### config.mk
export PLATFORM = sky130hd
export DESIGN_NAME = shifter_seq
export DESIGN_NICKNAME = d
export VERILOG_FILES = /design/src/rtl/shifter_seq.sv
export SDC_FILE = /design/constraint.sdc
export NUM_CORES = 1
export LEC_CHECK = 0
export CAP_MARGIN = 10
export CORE_ASPECT_RATIO = 0.9
export CORE_UTILIZATION = 40
export CTS_BUF_LIST = sky130_fd_sc_hd__clkbuf_4
export DETAILED_ROUTE_END_ITERATION = 16
export PLACE_DENSITY_LB_ADDON = 0.3
export REMOVE_ABC_BUFFERS = 1
export SETUP_SLACK_MARGIN = 0.15
export SYNTH_ARGS = -nofsm -noshare
export SYNTH_HDL_FRONTEND = slang
export SYNTH_SLANG_ARGS = --single-unit
export TNS_END_PERCENT = 30
### constraint.sdc
create_clock -name clk -period 6.9 [get_ports clk]
set_input_delay 1.38 -clock clk [delete_from_list [all_inputs] [get_ports clk]]
set_output_delay 1.38 -clock clk [all_outputs]
set_load 0.05 [all_outputs]
### src/rtl/shifter_seq.sv
// -----------------------------------------------------------------------------
// shifter_seq
//   Multi-cycle barrel-less shifter for the execute stage. Shifts a W-bit
//   operand by up to STEP positions per clock and reports {S,Z,C,V} flags
//   behind a start/busy/done handshake. The results match a one-shot shift
//   by d.
//
// Ports
//   clk    : clock, all state on rising edge
//   rst_n  : asynchronous active-low reset
//   start  : request, only looked at while idle
//   op     : 1000 SLL, 1001 SLR (rotate left), 1010 SRL, 1011 SRA, else no-op
//   br     : operand, captured with start
//   d      : shift amount 0..W-1, captured with start
//   busy   : high from the accepting edge through the done cycle
//   done   : one-cycle pulse, out/szcv valid in that cycle
//   out    : registered result
//   szcv   : registered {S,Z,C,V}
// -----------------------------------------------------------------------------
module shifter_seq #(
    parameter int W    = 16,
    parameter int STEP = 1,
    localparam int DW  = $clog2(W)
) (
    input  logic          clk,
    input  logic          rst_n,
    input  logic          start,
    input  logic [3:0]    op,
    input  logic [W-1:0]  br,
    input  logic [DW-1:0] d,
    output logic          busy,
    output logic          done,
    output logic [W-1:0]  out,
    output logic [3:0]    szcv
);

    localparam logic [DW-1:0] STEP_L = DW'(STEP);
    localparam logic [DW:0]   W_EXT  = (DW+1)'(W);

    typedef enum logic [1:0] {IDLE, SHIFT, DONE} state_t;

    state_t        state_reg, state_next;
    logic [3:0]    op_reg, op_next;
    logic          msb_reg, msb_next;
    logic [W-1:0]  acc_reg, acc_next;
    logic [DW-1:0] rem_reg, rem_next;
    logic          c_reg, c_next;
    logic [W-1:0]  out_reg, out_next;
    logic [3:0]    szcv_reg, szcv_next;

    // Single-step shift datapath
    logic [DW-1:0] amt;
    logic [DW-1:0] back;
    logic [W-1:0]  step_acc;
    logic          step_c;
    logic          start_is_shift;

    assign start_is_shift = (op[3:2] == 2'b10);

    always_comb begin
        amt      = (rem_reg < STEP_L) ? rem_reg : STEP_L;
        // W - amt; amt is never 0 while shifting, so this stays in 1..W-1
        back     = DW'(W_EXT - {1'b0, amt});
        step_acc = acc_reg;
        step_c   = 1'b0;
        case (op_reg[1:0])
            2'b00: begin
                step_acc = acc_reg << amt;
                step_c   = acc_reg[back];
            end
            2'b01: begin
                step_acc = (acc_reg << amt) | (acc_reg >> back);
                step_c   = 1'b0;
            end
            2'b10: begin
                step_acc = acc_reg >> amt;
                step_c   = acc_reg[amt - DW'(1)];
            end
            default: begin
                // Arithmetic right: fill from the sign bit captured at start
                step_acc = (acc_reg >> amt) | ({W{msb_reg}} << back);
                step_c   = acc_reg[amt - DW'(1)];
            end
        endcase
    end

    always_comb begin
        state_next = state_reg;
        op_next    = op_reg;
        msb_next   = msb_reg;
        acc_next   = acc_reg;
        rem_next   = rem_reg;
        c_next     = c_reg;
        out_next   = out_reg;
        szcv_next  = szcv_reg;
        case (state_reg)
            IDLE: begin
                if (start) begin
                    op_next  = op;
                    msb_next = br[W-1];
                    acc_next = br;
                    rem_next = d;
                    c_next   = 1'b0;
                    if (start_is_shift && (d != '0)) begin
                        state_next = SHIFT;
                    end else begin
                        // Zero-length shift or non-shift op: result is ready now
                        state_next = DONE;
                        if (start_is_shift) begin
                            out_next  = br;
                            szcv_next = {br[W-1], (br == '0), 2'b00};
                        end else begin
                            out_next  = '0;
                            szcv_next = 4'b0000;
                        end
                    end
                end
            end
            SHIFT: begin
                acc_next = step_acc;
                rem_next = rem_reg - amt;
                c_next   = step_c;
                if (rem_reg == amt) begin
                    state_next = DONE;
                    out_next   = step_acc;
                    szcv_next  = {step_acc[W-1], (step_acc == '0), step_c, 1'b0};
                end
            end
            DONE: begin
                state_next = IDLE;
            end
            default: begin
                state_next = IDLE;
            end
        endcase
    end

    always_ff @(posedge clk or negedge rst_n) begin
        if (!rst_n) begin
            state_reg <= IDLE;
            op_reg    <= '0;
            msb_reg   <= 1'b0;
            acc_reg   <= '0;
            rem_reg   <= '0;
            c_reg     <= 1'b0;
            out_reg   <= '0;
            szcv_reg  <= '0;
        end else begin
            state_reg <= state_next;
            op_reg    <= op_next;
            msb_reg   <= msb_next;
            acc_reg   <= acc_next;
            rem_reg   <= rem_next;
            c_reg     <= c_next;
            out_reg   <= out_next;
            szcv_reg  <= szcv_next;
        end
    end

    assign busy = (state_reg != IDLE);
    assign done = (state_reg == DONE);
    assign out  = out_reg;
    assign szcv = szcv_reg;

endmodule

=== Word-level counts from Yosys, hierarchy flattened ===
Cells that the tools add are included.
W data, S select, Z words.

* Input port bits: 27
* Flip-flop bits (word level): 45
* Word-level logic and storage cells: 65
* Output and inout bits: 22

* Add/subtract/negate cells: 3
* Shift operators: 4
* Multiplexer cells: 25
* Eq/ne operators: 9
* Magnitude comparators: 3
* Bitwise logic cells: 2
* Reduce and logical (&&, ||, !) cells: 12

{| class="wikitable"
|+ Operators by type and width
! kind !! count
|-
| $mux W16 || 5
|-
| $pmux W16 S2 || 2
|-
| $pmux W16 S3 || 1
|-
| $logic_not A16 Y1 || 2
|-
| $or A16 B16 Y16 || 2
|-
| $shl A16 B4 Y16 || 2
|-
| $shr A16 B4 Y16 || 2
|-
| $mux W4 || 6
|-
| $pmux W4 S2 || 2
|-
| $lt A4 B5 Y1 const B || 2
|-
| $bmux W1 S4 || 2
|-
| $eq A2 B2 Y1 const B || 3
|-
| $mux W2 || 3
|-
| $ne A2 B2 Y1 const B || 3
|-
| $reduce_and A2 Y1 || 3
|-
| $eq A2 B1 Y1 const B || 2
|-
| $eq A4 B4 Y1 || 1
|-
| $logic_not A2 Y1 || 2
|-
| $lt A4 B1 Y1 const B || 1
|-
| $pmux W2 S2 || 1
|-
| $reduce_and A4 Y1 || 1
|-
| $reduce_bool A2 Y1 || 2
|-
| $reduce_bool A4 Y1 || 1
|-
| $sub A1 B4 Y4 const A || 1
|-
| 5 further kinds || 6
|}

=== Logic depth before layout (Yosys ltp) ===
Gate-level depths: netlist of the first run.

* Depth after elaboration: 9
* Depth in mapped cells: 18
* Gate-level depth less buffers: 10

=== Worst setup path before layout of the first run ===
OpenSTA, ideal clock, no wires.

* Path kind: reg2reg
* From: reg rem_reg[2]
* To: reg szcv_reg[2], in the netlist szcv[2]
* Buffers on the path: 7
* Arrival: 3.676 ns
* Setup time: 0.076 ns
* Required time: 6.824 ns
* Stages on the path, launching flop included: 18
* Period minus slack after synthesis: 3.753 ns
* Slack: 3.147 ns
* Cells stage by stage: dfrtp_1 -> buf_6 -> or4_4 -> buf_6 -> clkinv_4 -> buf_12 -> buf_12 -> buf_8 -> buf_2 -> ha_1 -> clkbuf_1 -> clkinv_1 -> mux4_2 -> o21ai_0 -> o22ai_1 -> a2111oi_2 -> nand4b_1 -> o21ai_1

* Longest elaborated chain between the ends: 9
* Elaborated cells on any way between the ends: 16
* Classes of those cells: add/sub: 1; order compare: 1; eq/ne: 2; shift: 4; mux: 4; bitwise: 2; reduce/logical: 2

{| class="wikitable"
|+ Ends and longest elaborated chain
! element !! RTL line !! RTL
|-
| start: declaration || 46 || <nowiki>logic [DW-1:0] rem_reg, rem_next;</nowiki>
|-
| start signal: assignment || 153 || <nowiki>rem_reg <= rem_next;</nowiki>
|-
| $lt A4 B1 Y1 || 61 || <nowiki>amt = (rem_reg < STEP_L) ? rem_reg : STEP_L;</nowiki>
|-
| $mux W4 || 61 ||
|-
| $sub A1 B4 Y4 || 63 || <nowiki>back = DW'(W_EXT - {1'b0, amt});</nowiki>
|-
| $shl A16 B4 Y16 / $shr A16 B4 Y16 (equally long branches) || 81, 72 ||
|-
| $or A16 B16 Y16 (on tied branches) || 81, 72 ||
|-
| $pmux W16 S3 || 66 || <nowiki>case (op_reg[1:0])</nowiki>
|-
| $logic_not A16 Y1 || 126 || <nowiki>szcv_next = {step_acc[W-1], (step_acc == '0), step_c, 1'b0};</nowiki>
|-
| $mux W4 || 123 || <nowiki>if (rem_reg == amt) begin</nowiki>
|-
| $pmux W4 S2 || 96 || <nowiki>case (state_reg)</nowiki>
|-
| end signal: assignment || 156 || <nowiki>szcv_reg <= szcv_next;</nowiki>
|-
| end: declaration || 49 || <nowiki>logic [3:0] szcv_reg, szcv_next;</nowiki>
|}

Several ways; a longest one is shown, not always the timed one. The select of a mux whose other input is x is not followed.
A chain may end at the register's enable or synchronous reset.

=== Worst setup path after layout of the first run ===
Same ends and word-level chain as after synthesis.

==> metrics.txt, run 1 <==
# TYPE chip_impl_metric gauge
chip_impl_metric{name="synthesis.yosys.warnings",unit=""} 0
chip_impl_info{name="synth_most_common_cell",value="sky130_fd_sc_hd__nor2_1"} 1
chip_impl_info{name="worstSetupStartpointType",value="flop"} 1
chip_impl_metric{name="final_core_utilization",unit="%"} 47.2
chip_impl_info{name="cts_root_buffer",value="sky130_fd_sc_hd__clkbuf_4"} 1
chip_impl_metric{name="worst_slew_pin_slew",unit="ns"} 1.04
chip_impl_metric{name="number_of_antenna_violations_at_the_first_check_in_global_routing",unit=""} 0
chip_impl_metric{name="worstPathArrival",unit="ns"} 4.95
chip_impl_metric{name="grt_overall_usage",unit="%"} 26.2
chip_impl_metric{name="finalCritPeriodShare",unit="%"} 67.3
chip_impl_info{name="synth_area_leaders",value="sky130_fd_sc_hd__dfrtp_1 29%, sky130_fd_sc_hd__mux4_2 4.9%, sky130_fd_sc_hd__a21oi_1 4.6%"} 1
chip_impl_info{name="yosys.area.top_type",value="sky130_fd_sc_hd__dfrtp_1"} 1
chip_impl_metric{name="grt_start_max_net_pins",unit=""} 58
chip_impl_info{name="ys_top_cells_by_count",value="44 x sky130_fd_sc_hd__nor2_1, 43 x sky130_fd_sc_hd__dfrtp_1, 39 x sky130_fd_sc_hd__nand2_1"} 1
chip_impl_metric{name="die_h",unit="um"} 92.9
chip_impl_metric{name="finalHoldWorstSlack",unit="ns"} 0.524
chip_impl_info{name="criticalPathCategory",value="flop to flop"} 1
chip_impl_metric{name="clock_tree.htree_level_count",unit=""} 2
chip_impl_metric{name="dp_worst_setup_slack",unit="ns"} 2.41
chip_impl_info{name="cts_tree",value="built"} 1
chip_impl_metric{name="route.detailed.drc",unit=""} 0
chip_impl_metric{name="slew_headroom",unit="%"} 30.5
chip_impl_metric{name="initial_cell_density_of_the_core",unit="%"} 42.1
chip_impl_metric{name="report.final.setup_viol",unit=""} 0
chip_impl_metric{name="clk_pin_slew",unit="ns"} 0.14
chip_impl_metric{name="postCtsResizedCells",unit=""} 0
chip_impl_metric{name="placement.io_buffers",unit=""} 47
chip_impl_info{name="rsz_0062_raised_after_global_routing",value="no"} 1
chip_impl_metric{name="die_x",unit="um"} 103
chip_impl_metric{name="leakagePower",unit="nW"} 1.57
chip_impl_metric{name="dr.first_iter.drc_count",unit=""} 364
chip_impl_metric{name="yosys.area.top_type_share",unit="%"} 29.3
chip_impl_metric{name="synthesis.area",unit="um^2"} 3670
chip_impl_metric{name="first_pass_iters",unit=""} 5
chip_impl_metric{name="cts.hold.buffers_added",unit=""} 0
chip_impl_metric{name="areaGrowthSynthToFinish",unit="%"} 12.3
chip_impl_metric{name="synthesis.instances",unit=""} 449
chip_impl_metric{name="cts_num_sinks",unit=""} 43
chip_impl_metric{name="finalWeightedCongestion",unit=""} 0.927
chip_impl_metric{name="drive_gt1_share",unit="%"} 8.11
chip_impl_metric{name="worst_path_required",unit="ns"} 7.20
chip_impl_metric{name="design.core.area",unit="um^2"} 8730
chip_impl_metric{name="async_reset_ff_share",unit="%"} 100
chip_impl_metric{name="critical_path.max_fanout",unit=""} 57
chip_impl_info{name="crit_path_end_kind",value="flop"} 1
chip_impl_metric{name="largest_reg_flops",unit=""} 16
chip_impl_metric{name="first_global_vias",unit=""} 3515
chip_impl_metric{name="global_route.overflow_total",unit=""} 0
chip_impl_metric{name="post-cts-setup-buffers",unit=""} 0
chip_impl_metric{name="worst_ir_drop_vdd",unit="mV"} 0.258
chip_impl_metric{name="hold_viol",unit=""} 0
chip_impl_metric{name="totalWireLength",unit="um"} 11800
chip_impl_metric{name="grt_pass1_wl",unit="um"} 19100
chip_impl_metric{name="fp-row-count",unit=""} 32
chip_impl_metric{name="maxSlewViolCount",unit=""} 0
chip_impl_metric{name="min_period",unit="ns"} 4.64
chip_impl_metric{name="antenna_violating_nets_left",unit=""} 0
chip_impl_metric{name="routedWlPerCell",unit="um"} 20.6
chip_impl_metric{name="unique_masters_post_synth",unit=""} 74
chip_impl_metric{name="synth_edf_count",unit=""} 0
chip_impl_info{name="yosys_most_used_dff",value="sky130_fd_sc_hd__dfrtp_1"} 1
chip_impl_metric{name="post_synthesis_mean_instance_area",unit="um^2"} 8.18
chip_impl_info{name="run_status",value="finished clean"} 1
chip_impl_metric{name="totalNegativeSetupSlack",unit="ns"} 0
chip_impl_metric{name="number_of_top_level_pins",unit=""} 49
chip_impl_metric{name="tritoncts.num_buffers",unit=""} 5
chip_impl_metric{name="ctsLongestPathBuffers",unit=""} 2
chip_impl_metric{name="highest_clock_frequency_the_design_can_meet",unit="MHz"} 215
chip_impl_metric{name="die_area",unit="um^2"} 9570
chip_impl_metric{name="via_per_instance_ratio",unit=""} 6.30
chip_impl_metric{name="synth_seq_area_share",unit="%"} 29.3
chip_impl_metric{name="skew",unit="ns"} 0.0233
chip_impl_metric{name="via_count",unit=""} 3623
chip_impl_metric{name="drv.max_cap_violation_count",unit=""} 0
chip_impl_metric{name="synth_seq_cells",unit=""} 43
chip_impl_metric{name="worstSkewPairLatency",unit="ns"} 0.38
chip_impl_metric{name="antenna_cells",unit=""} 0
chip_impl_metric{name="totalPowerFinal",unit="mW"} 2.40
chip_impl_metric{name="detailed_place_hpwl",unit="um"} 8070
chip_impl_metric{name="final_critical_path_setup_slack",unit="ns"} 2.26
chip_impl_metric{name="power_per_cell_area",unit="nW/um^2"} 583
chip_impl_info{name="class_of_the_tightest_hold_or_removal_check",value="flop to flop"} 1
chip_impl_metric{name="nNetsFinal",unit=""} 485
[layout make-up]
class / count / area, um^2
multi-input cells: 340 / 2260
well taps: 119 / 149
inverters: 14 / 57.6
clock buffers: 5 / 37.5
fillers: 917 / 4600
repair buffers: 51 / 495
clock inverters: 3 / 43.8
flip-flops and latches: 43 / 1080
[cell families (layout without fill, tap and decap cells)]
family,Yosys count,after routing,synth area share [%]
mux,24,24,9.40
simple gates,153,153,20.3
buf+inv,66,73,9.10
xor+xnor,1,1,0.239
other cells,2,2,0.205
flops,43,43,29.3
compound gates,157,157,30.5
fa+ha+maj,3,3,1.02
[critical path, stage by stage (launching register included)]
cell                        delay [ns]
sky130_fd_sc_hd__dfrtp_1          0.53
sky130_fd_sc_hd__or4_4            0.51
sky130_fd_sc_hd__clkinv_4         0.47
sky130_fd_sc_hd__ha_1             0.87
sky130_fd_sc_hd__clkinv_1         0.51
sky130_fd_sc_hd__mux4_2           0.60
sky130_fd_sc_hd__o21ai_0          0.25
sky130_fd_sc_hd__o22ai_1          0.19
sky130_fd_sc_hd__a2111oi_2        0.35
sky130_fd_sc_hd__nand4b_1         0.14
sky130_fd_sc_hd__o21ai_1          0.14
[routing by layer]
metal  global-route usage, %  vias up  wire length [um]
met3                    5.81       26               975
met4                    9.62        0               279
li1                        -     1683                 -
met2                    40.6      187              5370
met5                       0        -                 0
met1                    35.6     1727              5210
[report_power, final]
group / switching (mW) / total [mW] / leakage, nW / internal [mW]
registers: 0.251 / 0.626 / 0.519 / 0.376
logic: 0.980 / 1.61 / 1.01 / 0.629
clock network: 0.0916 / 0.168 / 0.0452 / 0.0764
[worst paths after layout]
kind | cells past startpoint | from | end | slack, ns
min in group asynchronous | 1 | rst_n | out[4] | 1.16
worst min register to register | 1 | op_reg[1] | op_reg[1] | 0.52
worst max register to register | 10 | rem_reg[2] | szcv[2] | 2.26
worst max-delay path | 10 | rem_reg[2] | szcv[2] | 2.26
max in group asynchronous | 1 | rst_n | out[7] | 5.11
worst min-delay path | 1 | op_reg[1] | op_reg[1] | 0.52
[stage by stage]
step,instance area [um^2],std cells
floorplan,3400,397
global placement,4040,567
detailed placement,4040,567
CTS,4120,575
global route,4120,575
finish,4120,575
[placed cells by master, fill, tap and decap left out, types with 3 or more instances in the layout]
master                            netlist  routed
sky130_fd_sc_hd__nor2_1                44      43
sky130_fd_sc_hd__o21a_1                 5       5
sky130_fd_sc_hd__o41ai_1                4       4
sky130_fd_sc_hd__a21o_1                 6       6
sky130_fd_sc_hd__nor3_1                13      13
sky130_fd_sc_hd__mux2i_1               12      12
sky130_fd_sc_hd__o21ai_0               23      23
sky130_fd_sc_hd__nand2b_1               8       8
sky130_fd_sc_hd__a211o_1                4       4
sky130_fd_sc_hd__mux4_2                 8       8
sky130_fd_sc_hd__nor4_1                 5       5
sky130_fd_sc_hd__o211ai_1               4       4
sky130_fd_sc_hd__dfrtp_1               43      43
sky130_fd_sc_hd__and3_1                 4       4
sky130_fd_sc_hd__nor2b_1                5       5
sky130_fd_sc_hd__clkbuf_4               0       5
sky130_fd_sc_hd__o21bai_1               3       3
sky130_fd_sc_hd__a311oi_1               3       3
sky130_fd_sc_hd__buf_4                  3       4
sky130_fd_sc_hd__a221o_1                6       6
sky130_fd_sc_hd__nand3_1               11      11
sky130_fd_sc_hd__nor3b_1                3       3
sky130_fd_sc_hd__a22oi_1                8       8
sky130_fd_sc_hd__nand2_1               39      39
sky130_fd_sc_hd__o31ai_1                3       3
sky130_fd_sc_hd__a32oi_1                4       4
sky130_fd_sc_hd__or2_2                  3       3
sky130_fd_sc_hd__a31oi_1                7       7
sky130_fd_sc_hd__inv_1                 12      12
sky130_fd_sc_hd__mux2_2                 3       3
sky130_fd_sc_hd__a21oi_1               34      34
sky130_fd_sc_hd__and2_1                 8       8
sky130_fd_sc_hd__ha_1                   3       3
sky130_fd_sc_hd__o22ai_1                5       5
sky130_fd_sc_hd__o41a_1                 3       3
sky130_fd_sc_hd__a211oi_1              11      11
sky130_fd_sc_hd__clkdlybuf4s50_1        0      46
Power figures use the tool's default switching activity.
==> run 2: changes to the inputs <==
==> constraint.sdc (replaced) <==
create_clock -name clk -period 3.85 [get_ports clk]
set_input_delay 0.77 -clock clk [delete_from_list [all_inputs] [get_ports clk]]
set_output_delay 0.77 -clock clk [all_outputs]
set_load 0.05 [all_outputs]
==> run 2 against run 1 <==
Net effect:
- utilization rose by 1.0 points
- non-clock buffer count rose by 10
- maximum frequency rose by 39%
- via count rose by 2.8%
- total power rose by 85%
- combinational power rose by 86%
- flip-flop and latch count did not move
- critical path depth rose by 1
==> metrics.txt, run 2 (synthesis results as in run 1) <==
# TYPE chip_impl_metric gauge
chip_impl_metric{name="worstPathArrival",unit="ns"} 3.63
chip_impl_metric{name="leakagePower",unit="nW"} 1.63
chip_impl_metric{name="via_per_instance_ratio",unit=""} 6.37
chip_impl_info{name="slowest_stage",value="sky130_fd_sc_hd__or4_4"} 1
chip_impl_info{name="mostFrequentLayoutCells",value="46 x sky130_fd_sc_hd__clkdlybuf4s50_1, 43 x sky130_fd_sc_hd__nor2_1, 43 x sky130_fd_sc_hd__dfrtp_1"} 1
chip_impl_metric{name="grt_pass1_wl",unit="um"} 19400
chip_impl_metric{name="drv.max_cap_violation_count",unit=""} 0
chip_impl_metric{name="skew",unit="ns"} 0.0172
chip_impl_metric{name="finalWeightedCongestion",unit=""} 0.978
chip_impl_metric{name="areaGrowthSynthToFinish",unit="%"} 14.7
chip_impl_info{name="rsz_0062_raised_after_global_routing",value="no"} 1
chip_impl_metric{name="critical_path.max_fanout",unit=""} 12
chip_impl_metric{name="drive_gt1_share",unit="%"} 10.1
chip_impl_metric{name="min_period",unit="ns"} 3.33
chip_impl_metric{name="postCtsResizedCells",unit=""} 0
chip_impl_metric{name="finalCritPeriodShare",unit="%"} 86.6
chip_impl_metric{name="worstSkewPairLatency",unit="ns"} 0.37
chip_impl_metric{name="post-cts-setup-buffers",unit=""} 0
chip_impl_metric{name="hold_viol",unit=""} 0
chip_impl_info{name="crit_path_end_kind",value="flop"} 1
chip_impl_info{name="cts_root_buffer",value="sky130_fd_sc_hd__clkbuf_4"} 1
chip_impl_info{name="class_of_the_tightest_hold_or_removal_check",value="input port to asynchronous set/reset pin"} 1
chip_impl_metric{name="placement.io_buffers",unit=""} 47
chip_impl_metric{name="totalNegativeSetupSlack",unit="ns"} 0
chip_impl_info{name="path_cells",value="or4_4 -> clkinv_4 -> ha_1 -> buf_4 -> or3b_2 -> a311oi_1 -> a211oi_2 -> or2_2 -> nor2_1 -> a21oi_1 -> a21oi_1"} 1
chip_impl_metric{name="cts.hold.buffers_added",unit=""} 0
chip_impl_metric{name="reg2reg_slack",unit="ns"} 0.52
chip_impl_metric{name="route.detailed.drc",unit=""} 0
chip_impl_info{name="cts_tree",value="built"} 1
chip_impl_metric{name="nNetsFinal",unit=""} 495
chip_impl_metric{name="clock_tree.htree_level_count",unit=""} 2
chip_impl_metric{name="antenna_violating_nets_left",unit=""} 0
chip_impl_metric{name="multi_input_comb_area",unit="um^2"} 2260
chip_impl_metric{name="critPathMaxStageDelay",unit="ns"} 0.57
chip_impl_metric{name="dr.first_iter.drc_count",unit=""} 398
chip_impl_metric{name="detailed_place_hpwl",unit="um"} 8640
chip_impl_metric{name="maxSlewViolCount",unit=""} 0
chip_impl_metric{name="sequential_cell_area",unit="um^2"} 1080
chip_impl_metric{name="via_count",unit=""} 3724
chip_impl_metric{name="report.final.setup_viol",unit=""} 0
chip_impl_metric{name="die_h",unit="um"} 92.9
chip_impl_metric{name="grt_start_max_net_pins",unit=""} 47
chip_impl_metric{name="cp.buffers_inverters",unit=""} 2
chip_impl_metric{name="cts_num_sinks",unit=""} 43
chip_impl_metric{name="number_of_top_level_pins",unit=""} 49
chip_impl_metric{name="design.core.area",unit="um^2"} 8730
chip_impl_metric{name="worst_path_required",unit="ns"} 4.15
chip_impl_metric{name="totalWireLength",unit="um"} 12400
chip_impl_metric{name="die_area",unit="um^2"} 9570
chip_impl_info{name="critical-path-top-cell-by-count",value="sky130_fd_sc_hd__a21oi_1"} 1
chip_impl_info{name="criticalPathCategory",value="flop to flop"} 1
chip_impl_metric{name="clk_pin_slew",unit="ns"} 0.14
chip_impl_metric{name="largest_reg_flops",unit=""} 16
chip_impl_metric{name="slew_headroom",unit="%"} 30.3
chip_impl_metric{name="filler_cell_count",unit=""} 897
chip_impl_metric{name="antenna_cells",unit=""} 0
chip_impl_metric{name="first_global_vias",unit=""} 3436
chip_impl_metric{name="worst_ir_drop_vdd",unit="mV"} 0.429
chip_impl_metric{name="first_pass_iters",unit=""} 5
chip_impl_metric{name="tritoncts.num_buffers",unit=""} 5
chip_impl_metric{name="ctsLongestPathBuffers",unit=""} 2
chip_impl_metric{name="highest_clock_frequency_the_design_can_meet",unit="MHz"} 300
chip_impl_metric{name="fp-row-count",unit=""} 32
chip_impl_info{name="worstSetupStartpointType",value="flop"} 1
chip_impl_metric{name="finalHoldWorstSlack",unit="ns"} 0.541
chip_impl_metric{name="die_x",unit="um"} 103
chip_impl_info{name="critPathTopFamily",value="simple AND/OR/NAND/NOR gates"} 1
chip_impl_info{name="most_common_library_cell_in_the_layout_ignoring_fill_and_taps",value="sky130_fd_sc_hd__clkdlybuf4s50_1"} 1
chip_impl_metric{name="worst_slew_pin_slew",unit="ns"} 1.04
chip_impl_info{name="run_status",value="finished clean"} 1
chip_impl_metric{name="power_per_cell_area",unit="nW/um^2"} 1050
chip_impl_metric{name="number_of_antenna_violations_at_the_first_check_in_global_routing",unit=""} 0
chip_impl_metric{name="global_route.overflow_total",unit=""} 0
chip_impl_metric{name="routedWlPerCell",unit="um"} 21.1
chip_impl_metric{name="initial_cell_density_of_the_core",unit="%"} 42.1
chip_impl_metric{name="grt_overall_usage",unit="%"} 27.0
## run 2: cell count changes in the layout (fill, tap and decap cells not counted), sizes merged
cell	change
buf	+10
## run 2: area by class of cell
class,count,area share [%]
Clock buffer,5,0.891
Clock inverter,3,1.04
Inverter,14,1.37
Multi-Input combinational cell,340,53.8
Sequential cell,43,25.5
Tap cell,119,3.54
Timing Repair Buffer,61,13.8
## run 2: final timing paths
check,start,endpoint,cells after the start
max,rem_reg[2],out[11],11
min,rst_n,rem_reg[2],1
max reg2reg,rem_reg[2],out[11],11
min reg2reg,szcv[1],szcv[1],2
max in group asynchronous,rst_n,op_reg[1],1
min in group clk,szcv[1],szcv[1],2
## run 2: power breakdown
| group | internal, mW | switching, mW | total, mW | leakage, nW |
|---|---|---|---|---|
| Sequential | 0.674 | 0.461 | 1.13 | 0.519 |
| Clock | 0.137 | 0.171 | 0.308 | 0.0452 |
| Combinational | 1.19 | 1.81 | 3.00 | 1.06 |
| Total | 2.00 | 2.44 | 4.44 | 1.63 |
## run 2: layer usage
metal,vias to the layer above,part of all wire [%],track usage [%]
li1,1704,-,-
met1,1766,44,38.5
met2,222,45,41.9
met3,32,8.7,4.83
met4,0,2.5,7.16
met5,-,0,0
## run 2: per-stage QoR
stage	power (mW)	util, %	std cells	worst slack, ns	area (um^2)
final	4.44	48.3	585	0.516	4210
after global routing	4.72	48.3	585	0.364	4210
after CTS	4.40	48.3	585	0.534	4210
after detailed placement	4.07	47.3	577	0.543	4130
after global placement	4.06	47.3	577	0.606	4130
after floorplan	3.03	-	397	0.206	3400
==> run 3: changes to the inputs <==
--- a/config.mk
+++ b/config.mk
@@ -7,8 +7,9 @@
 export LEC_CHECK = 0
 export CAP_MARGIN = 10
 export CORE_ASPECT_RATIO = 0.9
-export CORE_UTILIZATION = 40
+export CORE_UTILIZATION = 33
 export CTS_BUF_LIST = sky130_fd_sc_hd__clkbuf_4
+export CTS_CLUSTER_DIAMETER = 30
 export DETAILED_ROUTE_END_ITERATION = 16
 export PLACE_DENSITY_LB_ADDON = 0.3
 export REMOVE_ABC_BUFFERS = 1
==> run 3 against run 2 <==
Net effect:
- maximum frequency is 1.8% lower
- combinational power is 2% lower
- clock power fell by 17%
- sequential power about the same
- sequential share of layout area barely moved
- routed wire length up 0.61%
- critical path type unchanged
- largest cell class unchanged
==> metrics.txt, run 3 (synthesis results as in run 1) <==
# TYPE chip_impl_metric gauge
chip_impl_info{name="run_status",value="finished clean"} 1
chip_impl_metric{name="grt_pass1_wl",unit="um"} 19600
chip_impl_metric{name="totalNegativeSetupSlack",unit="ns"} 0
chip_impl_metric{name="via_per_instance_ratio",unit=""} 6.21
chip_impl_metric{name="totalPowerFinal",unit="mW"} 4.35
chip_impl_metric{name="number_of_top_level_pins",unit=""} 49
chip_impl_metric{name="first_pass_iters",unit=""} 5
chip_impl_metric{name="finalWeightedCongestion",unit=""} 0.976
chip_impl_metric{name="ctsLongestPathBuffers",unit=""} 2
chip_impl_metric{name="antenna_violating_nets_left",unit=""} 0
chip_impl_metric{name="grt_overall_usage",unit="%"} 22.0
chip_impl_metric{name="detailed_place.area",unit="um^2"} 4140
chip_impl_metric{name="die_x",unit="um"} 113
chip_impl_metric{name="tritoncts.num_buffers",unit=""} 5
chip_impl_metric{name="initial_cell_density_of_the_core",unit="%"} 34.0
chip_impl_metric{name="route.detailed.drc",unit=""} 0
chip_impl_info{name="mostFrequentLayoutCells",value="46 x sky130_fd_sc_hd__clkdlybuf4s50_1, 43 x sky130_fd_sc_hd__nor2_1, 43 x sky130_fd_sc_hd__dfrtp_1"} 1
chip_impl_metric{name="number_of_antenna_violations_at_the_first_check_in_global_routing",unit=""} 0
chip_impl_metric{name="skew",unit="ns"} 0.0272
chip_impl_metric{name="die_area",unit="um^2"} 11600
chip_impl_metric{name="placement.io_buffers",unit=""} 47
chip_impl_metric{name="worst_slew_pin_slew",unit="ns"} 1.02
chip_impl_metric{name="design.core.area",unit="um^2"} 10800
chip_impl_info{name="worstSetupStartpointType",value="flop"} 1
chip_impl_metric{name="via_count",unit=""} 3723
chip_impl_info{name="cts_root_buffer",value="sky130_fd_sc_hd__clkbuf_4"} 1
chip_impl_metric{name="first_global_vias",unit=""} 3429
chip_impl_metric{name="die_h",unit="um"} 102
chip_impl_metric{name="worstSkewPairLatency",unit="ns"} 0.39
chip_impl_metric{name="finalHoldWorstSlack",unit="ns"} 0.535
chip_impl_metric{name="dr.first_iter.drc_count",unit=""} 435
chip_impl_metric{name="leakagePower",unit="nW"} 1.61
chip_impl_metric{name="report.final.setup_viol",unit=""} 0
chip_impl_metric{name="global_route.overflow_total",unit=""} 0
chip_impl_metric{name="antenna_cells",unit=""} 0
chip_impl_info{name="rsz_0062_raised_after_global_routing",value="no"} 1
chip_impl_info{name="class_of_the_tightest_hold_or_removal_check",value="input port to asynchronous set/reset pin"} 1
chip_impl_metric{name="final_cell_area",unit="um^2"} 4200
chip_impl_info{name="criticalPathCategory",value="flop to flop"} 1
chip_impl_metric{name="areaGrowthSynthToFinish",unit="%"} 14.5
chip_impl_metric{name="drv.max_cap_violation_count",unit=""} 0
chip_impl_metric{name="clock_tree.htree_level_count",unit=""} 2
chip_impl_metric{name="worstPathArrival",unit="ns"} 3.71
chip_impl_metric{name="power_per_cell_area",unit="nW/um^2"} 1030
chip_impl_metric{name="reg2reg_slack",unit="ns"} 0.46
chip_impl_metric{name="routedWlPerCell",unit="um"} 20.7
chip_impl_metric{name="maxSlewViolCount",unit=""} 0
chip_impl_metric{name="clk_pin_slew",unit="ns"} 0.15
chip_impl_metric{name="cts_num_sinks",unit=""} 43
chip_impl_metric{name="critical_path.max_fanout",unit=""} 24
chip_impl_metric{name="slew_headroom",unit="%"} 31.9
chip_impl_metric{name="fp-row-count",unit=""} 36
chip_impl_info{name="cts_tree",value="built"} 1
chip_impl_metric{name="cts.hold.buffers_added",unit=""} 0
chip_impl_metric{name="worst_path_required",unit="ns"} 4.16
chip_impl_metric{name="nNetsFinal",unit=""} 496
chip_impl_metric{name="highest_clock_frequency_the_design_can_meet",unit="MHz"} 295
chip_impl_metric{name="finalCritPeriodShare",unit="%"} 88.2
chip_impl_info{name="most_common_library_cell_in_the_layout_ignoring_fill_and_taps",value="sky130_fd_sc_hd__clkdlybuf4s50_1"} 1
chip_impl_metric{name="totalWireLength",unit="um"} 12400
chip_impl_metric{name="final_critical_path_setup_slack",unit="ns"} 0.456
chip_impl_metric{name="hold_viol",unit=""} 0
chip_impl_metric{name="drive_gt1_share",unit="%"} 10.3
chip_impl_metric{name="largest_reg_flops",unit=""} 16
chip_impl_info{name="crit_path_end_kind",value="flop"} 1
chip_impl_metric{name="worst_ir_drop_vdd",unit="mV"} 0.394
chip_impl_metric{name="grt_start_max_net_pins",unit=""} 44
chip_impl_metric{name="min_period",unit="ns"} 3.39
chip_impl_metric{name="dp_worst_setup_slack",unit="ns"} 0.518
chip_impl_metric{name="postCtsResizedCells",unit=""} 0
chip_impl_metric{name="detailed_place_hpwl",unit="um"} 8770
chip_impl_metric{name="post-cts-setup-buffers",unit=""} 0
==> run 3: cell types whose count changed in the layout (fill, tap and decap cells not counted) <==
cell,delta
sky130_fd_sc_hd__buf_12,-1
sky130_fd_sc_hd__buf_4,+2
sky130_fd_sc_hd__clkinvlp_4,+2
sky130_fd_sc_hd__clkinv_4,-1
sky130_fd_sc_hd__clkinv_2,-1
sky130_fd_sc_hd__inv_6,+1
sky130_fd_sc_hd__bufinv_16,-1
==> run 3: per-stage QoR <==
stage | std cells | util (%)
after CTS | 600 | 38.9
after global routing | 600 | 38.9
after global placement | 592 | 38.3
final | 600 | 38.9
after detailed placement | 592 | 38.3
after floorplan | 397 | -
==> run 3: final cells by class <==
type	count	area, um^2
Multi-Input combinational cell	340	2260
Clock inverter	3	23.8
Timing Repair Buffer	62	578
Tap cell	133	166
Fill cell	1131	6610
Sequential cell	43	1080
Clock buffer	5	37.5
Inverter	14	57.6
==> run 3: per-layer routing <==
layer | track usage, % | wire length [um] | share of wire [%]
met2 | 34.2 | 5590 | 45
met3 | 3.26 | 1180 | 9.5
met4 | 5.16 | 178 | 1.4
met5 | 0 | 0 | 0
met1 | 32.2 | 5480 | 44
==> run 3: power breakdown <==
| part | switching, mW | leakage (nW) | total (mW) | internal (mW) |
|---|---|---|---|---|
| Combinational | 1.76 | 1.06 | 2.94 | 1.18 |
| Sequential | 0.480 | 0.519 | 1.15 | 0.673 |
| Clock | 0.183 | 0.0278 | 0.257 | 0.0734 |
| Total | 2.42 | 1.61 | 4.35 | 1.93 |
==> run 3: critical path: stages, from the launching register on <==
cell and delay, ns:
sky130_fd_sc_hd__dfrtp_1 0.50, sky130_fd_sc_hd__or4_4 0.57, sky130_fd_sc_hd__clkinv_4 0.18, sky130_fd_sc_hd__ha_1 0.36
sky130_fd_sc_hd__clkinv_1 0.15, sky130_fd_sc_hd__mux4_2 0.51, sky130_fd_sc_hd__o21ai_0 0.29, sky130_fd_sc_hd__o22ai_1 0.18
sky130_fd_sc_hd__a2111oi_2 0.29, sky130_fd_sc_hd__nand4b_1 0.13, sky130_fd_sc_hd__o21ai_1 0.16
==> run 3: final timing paths <==
check / start / end / cells after the start
max: rem_reg[2] / szcv[2] / 10
min: rst_n / rem_reg[3] / 1
max reg2reg: rem_reg[2] / szcv[2] / 10
min reg2reg: out[4] / out[4] / 2
max in group asynchronous: rst_n / acc_reg[10] / 1
min in group clk: out[4] / out[4] / 2
